[src/rtl/uart_cmd_rx.sv]
// rtl/uart_cmd_rx.sv - UART 8N1 receiver and register command framer; optional inter-byte timeout under UART_CMD_TIMEOUT_EN
module uart_cmd_rx #(
  parameter int CLKS_PER_BIT = 868,
  parameter int ADDR_WIDTH   = 8,
  parameter int DATA_WIDTH   = 32,
  parameter int TIMEOUT_BITS = 32
) (
  input  logic                  clk_i,
  input  logic                  rst,
  input  logic                  uart_rx_i,
  output logic [1:0]            cmd_opt_o,
  output logic [ADDR_WIDTH-1:0] cmd_addr_o,
  output logic [DATA_WIDTH-1:0] cmd_data_o,
  input  logic [DATA_WIDTH-1:0] cmd_rdata_i,
  output logic [DATA_WIDTH-1:0] rsp_data_o,
  output logic                  rsp_vld_o,
  output logic                  frm_err_o
);

  localparam int CW     = $clog2(CLKS_PER_BIT);
  localparam int NBYTES = DATA_WIDTH / 8;
  localparam int BCW    = $clog2(NBYTES + 1);
  localparam logic [CW-1:0] HALF_M1 = CW'(CLKS_PER_BIT / 2 - 1);
  localparam logic [CW-1:0] FULL_M1 = CW'(CLKS_PER_BIT - 1);

  typedef enum logic [1:0] {RX_IDLE, RX_START, RX_DATA, RX_STOP} rx_state_t;
  typedef enum logic [2:0] {P_HUNT, P_OPC, P_ADDR, P_DATA, P_ISSUE} p_state_t;

  logic            sync1_q, sync2_q, sync3_q;
  rx_state_t       rx_state_q, rx_state_d;
  logic [CW-1:0]   rx_cnt_q, rx_cnt_d;
  logic [2:0]      rx_bit_q, rx_bit_d;
  logic [7:0]      rx_shift_q, rx_shift_d;
  logic            byte_vld_q, byte_vld_d;
  logic            rx_ferr_q, rx_ferr_d;

  p_state_t              p_state_q, p_state_d;
  logic                  is_rd_q, is_rd_d;
  logic [ADDR_WIDTH-1:0] addr_q, addr_d;
  logic [DATA_WIDTH-1:0] data_q, data_d;
  logic [BCW-1:0]        bcnt_q, bcnt_d;
  logic                  bad_opc;
  logic                  timeout;

  logic [ADDR_WIDTH-1:0] cmd_addr_q;
  logic [DATA_WIDTH-1:0] cmd_data_q, rsp_data_q;
  logic                  rsp_vld_q, frm_err_q;

  // Two-flop synchroniser plus one history flop for falling-edge detection
  always_ff @(posedge clk_i) begin
    if (rst) begin
      sync1_q <= 1'b1;
      sync2_q <= 1'b1;
      sync3_q <= 1'b1;
    end else begin
      sync1_q <= uart_rx_i;
      sync2_q <= sync1_q;
      sync3_q <= sync2_q;
    end
  end

  // Bit receiver next-state: mid-bit sampling, counter restarts on every state change
  always_comb begin
    rx_state_d = rx_state_q;
    rx_cnt_d   = rx_cnt_q + 1'b1;
    rx_bit_d   = rx_bit_q;
    rx_shift_d = rx_shift_q;
    byte_vld_d = 1'b0;
    rx_ferr_d  = 1'b0;
    case (rx_state_q)
      RX_IDLE: begin
        rx_cnt_d = '0;
        if (sync3_q && !sync2_q) rx_state_d = RX_START;
      end
      RX_START: begin
        if (rx_cnt_q == HALF_M1) begin
          rx_cnt_d = '0;
          rx_bit_d = '0;
          rx_state_d = sync2_q ? RX_IDLE : RX_DATA;
        end
      end
      RX_DATA: begin
        if (rx_cnt_q == FULL_M1) begin
          rx_cnt_d   = '0;
          rx_shift_d = {sync2_q, rx_shift_q[7:1]};
          rx_bit_d   = rx_bit_q + 1'b1;
          if (rx_bit_q == 3'd7) rx_state_d = RX_STOP;
        end
      end
      RX_STOP: begin
        if (rx_cnt_q == FULL_M1) begin
          rx_cnt_d   = '0;
          rx_state_d = RX_IDLE;
          byte_vld_d = sync2_q;
          rx_ferr_d  = !sync2_q;
        end
      end
      default: rx_state_d = RX_IDLE;
    endcase
  end

  // Bit receiver state registers
  always_ff @(posedge clk_i) begin
    if (rst) begin
      rx_state_q <= RX_IDLE;
      rx_cnt_q   <= '0;
      rx_bit_q   <= '0;
      rx_shift_q <= '0;
      byte_vld_q <= 1'b0;
      rx_ferr_q  <= 1'b0;
    end else begin
      rx_state_q <= rx_state_d;
      rx_cnt_q   <= rx_cnt_d;
      rx_bit_q   <= rx_bit_d;
      rx_shift_q <= rx_shift_d;
      byte_vld_q <= byte_vld_d;
      rx_ferr_q  <= rx_ferr_d;
    end
  end

`ifdef UART_CMD_TIMEOUT_EN
  localparam int TO_CYCLES = TIMEOUT_BITS * CLKS_PER_BIT;
  localparam int TOW       = $clog2(TO_CYCLES + 1);
  logic [TOW-1:0] to_cnt_q, to_cnt_d;
  logic           in_frame;

  assign in_frame = (p_state_q == P_OPC) || (p_state_q == P_ADDR) || (p_state_q == P_DATA);

  // Inter-byte timer: counts only while a frame is open and the line is idle
  always_comb begin
    to_cnt_d = to_cnt_q;
    timeout  = 1'b0;
    if (byte_vld_q || !in_frame) begin
      to_cnt_d = '0;
    end else if (rx_state_q == RX_IDLE) begin
      if (to_cnt_q == TOW'(TO_CYCLES - 1)) begin
        timeout  = 1'b1;
        to_cnt_d = '0;
      end else begin
        to_cnt_d = to_cnt_q + 1'b1;
      end
    end
  end

  // Inter-byte timer register
  always_ff @(posedge clk_i) begin
    if (rst) to_cnt_q <= '0;
    else     to_cnt_q <= to_cnt_d;
  end
`else
  // Timeout is never raised in this build; a partial frame waits indefinitely
  assign timeout = (TIMEOUT_BITS < 0);
`endif

  // Frame parser next-state; UART framing errors and timeouts abort to HUNT
  always_comb begin
    p_state_d = p_state_q;
    is_rd_d   = is_rd_q;
    addr_d    = addr_q;
    data_d    = data_q;
    bcnt_d    = bcnt_q;
    bad_opc   = 1'b0;
    case (p_state_q)
      P_HUNT: begin
        if (byte_vld_q && rx_shift_q == 8'hA5) p_state_d = P_OPC;
      end
      P_OPC: begin
        if (byte_vld_q) begin
          case (rx_shift_q)
            8'h57:   begin is_rd_d = 1'b0; p_state_d = P_ADDR; end
            8'h52:   begin is_rd_d = 1'b1; p_state_d = P_ADDR; end
            8'hA5:   p_state_d = P_OPC;
            default: begin bad_opc = 1'b1; p_state_d = P_HUNT; end
          endcase
        end
      end
      P_ADDR: begin
        if (byte_vld_q) begin
          addr_d    = rx_shift_q[ADDR_WIDTH-1:0];
          bcnt_d    = '0;
          p_state_d = is_rd_q ? P_ISSUE : P_DATA;
        end
      end
      P_DATA: begin
        if (byte_vld_q) begin
          data_d = (data_q << 8) | DATA_WIDTH'(rx_shift_q);
          bcnt_d = bcnt_q + 1'b1;
          if (bcnt_q == BCW'(NBYTES - 1)) p_state_d = P_ISSUE;
        end
      end
      P_ISSUE: begin
        p_state_d = (byte_vld_q && rx_shift_q == 8'hA5) ? P_OPC : P_HUNT;
      end
      default: p_state_d = P_HUNT;
    endcase
    if (rx_ferr_q || timeout) p_state_d = P_HUNT;
  end

  // Parser registers, held command outputs, read capture and error pulse
  always_ff @(posedge clk_i) begin
    if (rst) begin
      p_state_q  <= P_HUNT;
      is_rd_q    <= 1'b0;
      addr_q     <= '0;
      data_q     <= '0;
      bcnt_q     <= '0;
      cmd_addr_q <= '0;
      cmd_data_q <= '0;
      rsp_data_q <= '0;
      rsp_vld_q  <= 1'b0;
      frm_err_q  <= 1'b0;
    end else begin
      p_state_q <= p_state_d;
      is_rd_q   <= is_rd_d;
      addr_q    <= addr_d;
      data_q    <= data_d;
      bcnt_q    <= bcnt_d;
      if (p_state_d == P_ISSUE && p_state_q != P_ISSUE) begin
        cmd_addr_q <= addr_d;
        if (!is_rd_d) cmd_data_q <= data_d;
      end
      rsp_vld_q <= (p_state_q == P_ISSUE) && is_rd_q;
      if (p_state_q == P_ISSUE && is_rd_q) rsp_data_q <= cmd_rdata_i;
      frm_err_q <= rx_ferr_q || bad_opc || timeout;
    end
  end

  assign cmd_opt_o  = (p_state_q == P_ISSUE) ? (is_rd_q ? 2'b10 : 2'b01) : 2'b00;
  assign cmd_addr_o = cmd_addr_q;
  assign cmd_data_o = cmd_data_q;
  assign rsp_data_o = rsp_data_q;
  assign rsp_vld_o  = rsp_vld_q;
  assign frm_err_o  = frm_err_q;

endmodule

[config.mk]
export PLATFORM = sky130hd
export DESIGN_NAME = uart_cmd_rx
export DESIGN_NICKNAME = d
export VERILOG_FILES = /design/src/rtl/uart_cmd_rx.sv
export SDC_FILE = /design/constraint.sdc
export NUM_CORES = 1
export LEC_CHECK = 0
export ABC_AREA = 0
export CORE_MARGIN = 2
export CORE_UTILIZATION = 55
export DETAILED_ROUTE_END_ITERATION = 6
export GPL_ROUTABILITY_DRIVEN = 0
export PLACE_DENSITY = 0.91
export RECOVER_POWER = 100
export SLEW_MARGIN = 30
export SYNTH_ARGS = -nofsm -noshare
export SYNTH_HDL_FRONTEND = slang
export SYNTH_SLANG_ARGS = --single-unit
export TNS_END_PERCENT = 20
[constraint.sdc]
create_clock -name clk_i -period 2.8 [get_ports clk_i]
set_input_delay 0.56 -clock clk_i [delete_from_list [all_inputs] [get_ports clk_i]]
set_output_delay 0.56 -clock clk_i [all_outputs]
set_load 0.02 [all_outputs]
==> impl_metrics.yaml <==
status:
  failed_checks: "capacitance limit, slew limit"
  status: "complete, but fails checks"
worst_setup_path:
  r2r_slack_ps: 320
  r2r-end: "cmd_data_o[21]"
  cp-end-kind: "output pin"
  critPathTopFamily: "buffers and inverters"
  path_class: "reg -> out"
  crit_required_ps: 2240
  crit_cells: 3
  path_max_fanout: 13
  crit_chain: "nor2_1, and3_1, dlygate4sd3_1"
  max_stage_delay_ps: 650
  crit_end: "cmd_opt_o[0]"
  worstReg2RegStart: "byte_vld_q"
  r2r_cells: 5
  cp_slowest_cell: "dlygate4sd3_1"
  worstSetupStartpoint: "p_state_q[0]"
  path_buf_inv: 1
  cp.arrival_ps: 2080
  startpoint_type: "register"
cts:
  clk_pin_slew_ps: 60
  cts-root-buf: "clkbuf_8"
  cts_tree: "yes"
  cts.repair.resized: 0
  htreeDepth: 4
  cts_max_path_buffers: 2
  cts_inserted_buffers: 17
  clk_latency_ps: 520
  cts_sinks: 149
  cts_hold_buf: 0
  cts_setup_buffers: 0
logic_synthesis:
  synth_top_cells_by_count: "nand2_1 (150), dfxtp_1 (149), a21oi_1 (79)"
  synthArstFlopShare: 0
  synth_area_leader_cell: "dfxtp_1"
  synth-seq-cells: 149
  avgSynthCellArea_um2: 8.97
  synth.cell_area_um2: 5490
  synth_most_common_cell: "nand2_1"
  yosysWarnings: 0
  syn_inst: 612
  synth_top_cell_area_share: 0.543
  ys_top_cells_by_area: "dfxtp_1 (54%), nand2_1 (10%), a21oi_1 (7.2%)"
  synth_edf_count: 0
  synth_seq_area_share: 0.543
  ys.flop_type: "dfxtp_1"
  syn_nets: 653
  synthDistinctLibCells: 49
power:
  peakVddDrop_uv: 383
  power.density_nw_per_um2: 643
  power_uw: 4670
  p_leak_uw: 0.00280
drt:
  drt_iter0_markers: 529
  met2_length_um: 7230
  avgRoutedWirePerCell_um: 16.2
  first_pass_iters: 5
  detail_route.drc_violations: 0
  vias: 4791
  wl_met3_um: 703
  highest_layer: "met4"
  wl_met1_um: 5530
  viasPerCell: 5.62
  drtAntennaViolNets: 0
  drt-total-wl_um: 13800
timing:
  worst_slack_ps: 164
  tns_ps: 0
  finalCriticalPeriod_ps: 2640
  post-route-period-util: 0.941
  clock_skew_ps: 6.28
  worst_pin_slew_ps: 1570
  setup-violations-final: 0
  finalHoldViolCount: 0
  fmax_mhz: 379
  slew-limit-headroom: -0.0444
  rsz0062_at_grt: "no"
  final_max_slew_viol_count: 36
grt:
  grt_pass1_vias: 4629
  grt_start_max_net_pins: 43
  antenna_found_initial: 0
  grt_pass1_wl_um: 22400
  grt_usage: 0.255
  grt_overflow_total: 0
floorplanning:
  fp.dieW_um: 104
  ioPinCount: 111
  die_y_um: 104
  core_um2: 9730
  die_area_um2: 10800
  rows: 36
  initial_core_util: 0.564
layout:
  seq_area_um2: 2980
  antenna_cells: 0
  area.growth.synth_to_final_pct: 32.3
  layout.filler_cells: 647
  multi_input_area_um2: 2280
  fin_nets: 748
  drive_above_1_share: 0.0625
placed_design:
  dp_hpwl_um: 8910
  dp_slack_ps: 588
  port_buffers: 110
run:
  maxCapViolCount: 1
hold_path:
  worstHoldPathType: "reg -> reg"
==> report_power, final <==
group          internal, uW  total, uW  switching (uW)
combinational          49.5        101            51.1
clock                  1600       2440             831
sequential             2120       2130            7.44
==> worst register-to-register path, delay by kind of cell, from the launching register on <==
family | cells | cell delay (ps)
AND/OR/NAND/NOR | 2 | 460
buffers and inverters | 1 | 1000
AO/OA/AOI/OAI | 2 | 420
flip-flops | 1 | 550
==> final cells by class <==
type | instances | share of cell area
Multi-Input combinational cell | 410 | 0.314
Tap cell | 133 | 0.0229
Clock inverter | 9 | 0.0238
Sequential cell | 149 | 0.411
Clock buffer | 23 | 0.0642
Inverter | 9 | 0.00465
Timing Repair Buffer | 120 | 0.160
==> layout by cell type (no fill, tap or decap), types with 4 or more instances in the layout <==
cell type        synthesis  layout
xor2_1                   6       6
and3_1                   4       4
clkdlybuf4s50_1          0      34
nand2_1                150     150
clkbuf_1                24       5
a211oi_1                 9       9
nand4_1                  5       5
a21oi_1                 79      79
dlygate4sd3_1            0      75
bufinv_16                0       5
ha_1                     6       6
nor3b_1                  5       5
clkbuf_16                0      16
inv_1                    7       8
dfxtp_1                149     149
buf_4                    5       7
clkbuf_8                 0       4
a22o_1                  32      32
nand3_1                 17      17
mux2i_1                 13      13
nor2_1                  41      41
a31oi_1                  4       4
==> sequential cells by signal (all words and copies together) (netlist names), 3 cells and up, named ones only <==
signal / count
bcnt_q: 3
p_state_q: 3
rx_cnt_q: 10
rx_bit_q: 3
rsp_data_o: 32
cmd_addr_o: 8
data_q: 32
rx_shift_q: 8
cmd_data_o: 32
addr_q: 8
==> layer usage <==
| metal | vias up | track usage |
|---|---|---|
| li1 | 2283 | - |
| met1 | 2277 | 0.305 |
| met2 | 193 | 0.442 |
| met3 | 38 | 0.0564 |
| met4 | 0 | 0.110 |
| met5 | - | 0 |
==> through the flow <==
stage	util	cells	instance area, um^2	hold slack [ps]
after global routing	0.747	853	7270	446
final	0.747	853	7270	406
after floorplan	-	612	5490	383
after detailed placement	0.682	821	6640	392
after global placement	0.682	821	6640	390
after CTS	0.748	853	7280	406
==> worst min-delay path by stage <==
stage	cells past startpoint	slack, ps	start	endpoint
final	1	410	sync1_q	sync2_q
after global routing	1	450	sync1_q	sync2_q
after CTS	1	410	sync1_q	sync2_q
after detailed placement	1	390	sync1_q	sync2_q
after global placement	1	390	sync1_q	sync2_q
after floorplan	1	380	sync1_q	sync2_q
==> cells by family after synthesis <==
logic type / Yosys count / share of synthesized area
flip-flops: 149 / 0.543
adder cells (fa/ha/maj): 6 / 0.0137
AO/OA/AOI/OAI: 135 / 0.156
AND/OR/NAND/NOR: 247 / 0.206
multiplexers: 13 / 0.0237
buffers and inverters: 53 / 0.0428
XOR/XNOR: 9 / 0.0144
Note: power is estimated with default switching activity, not from simulation.
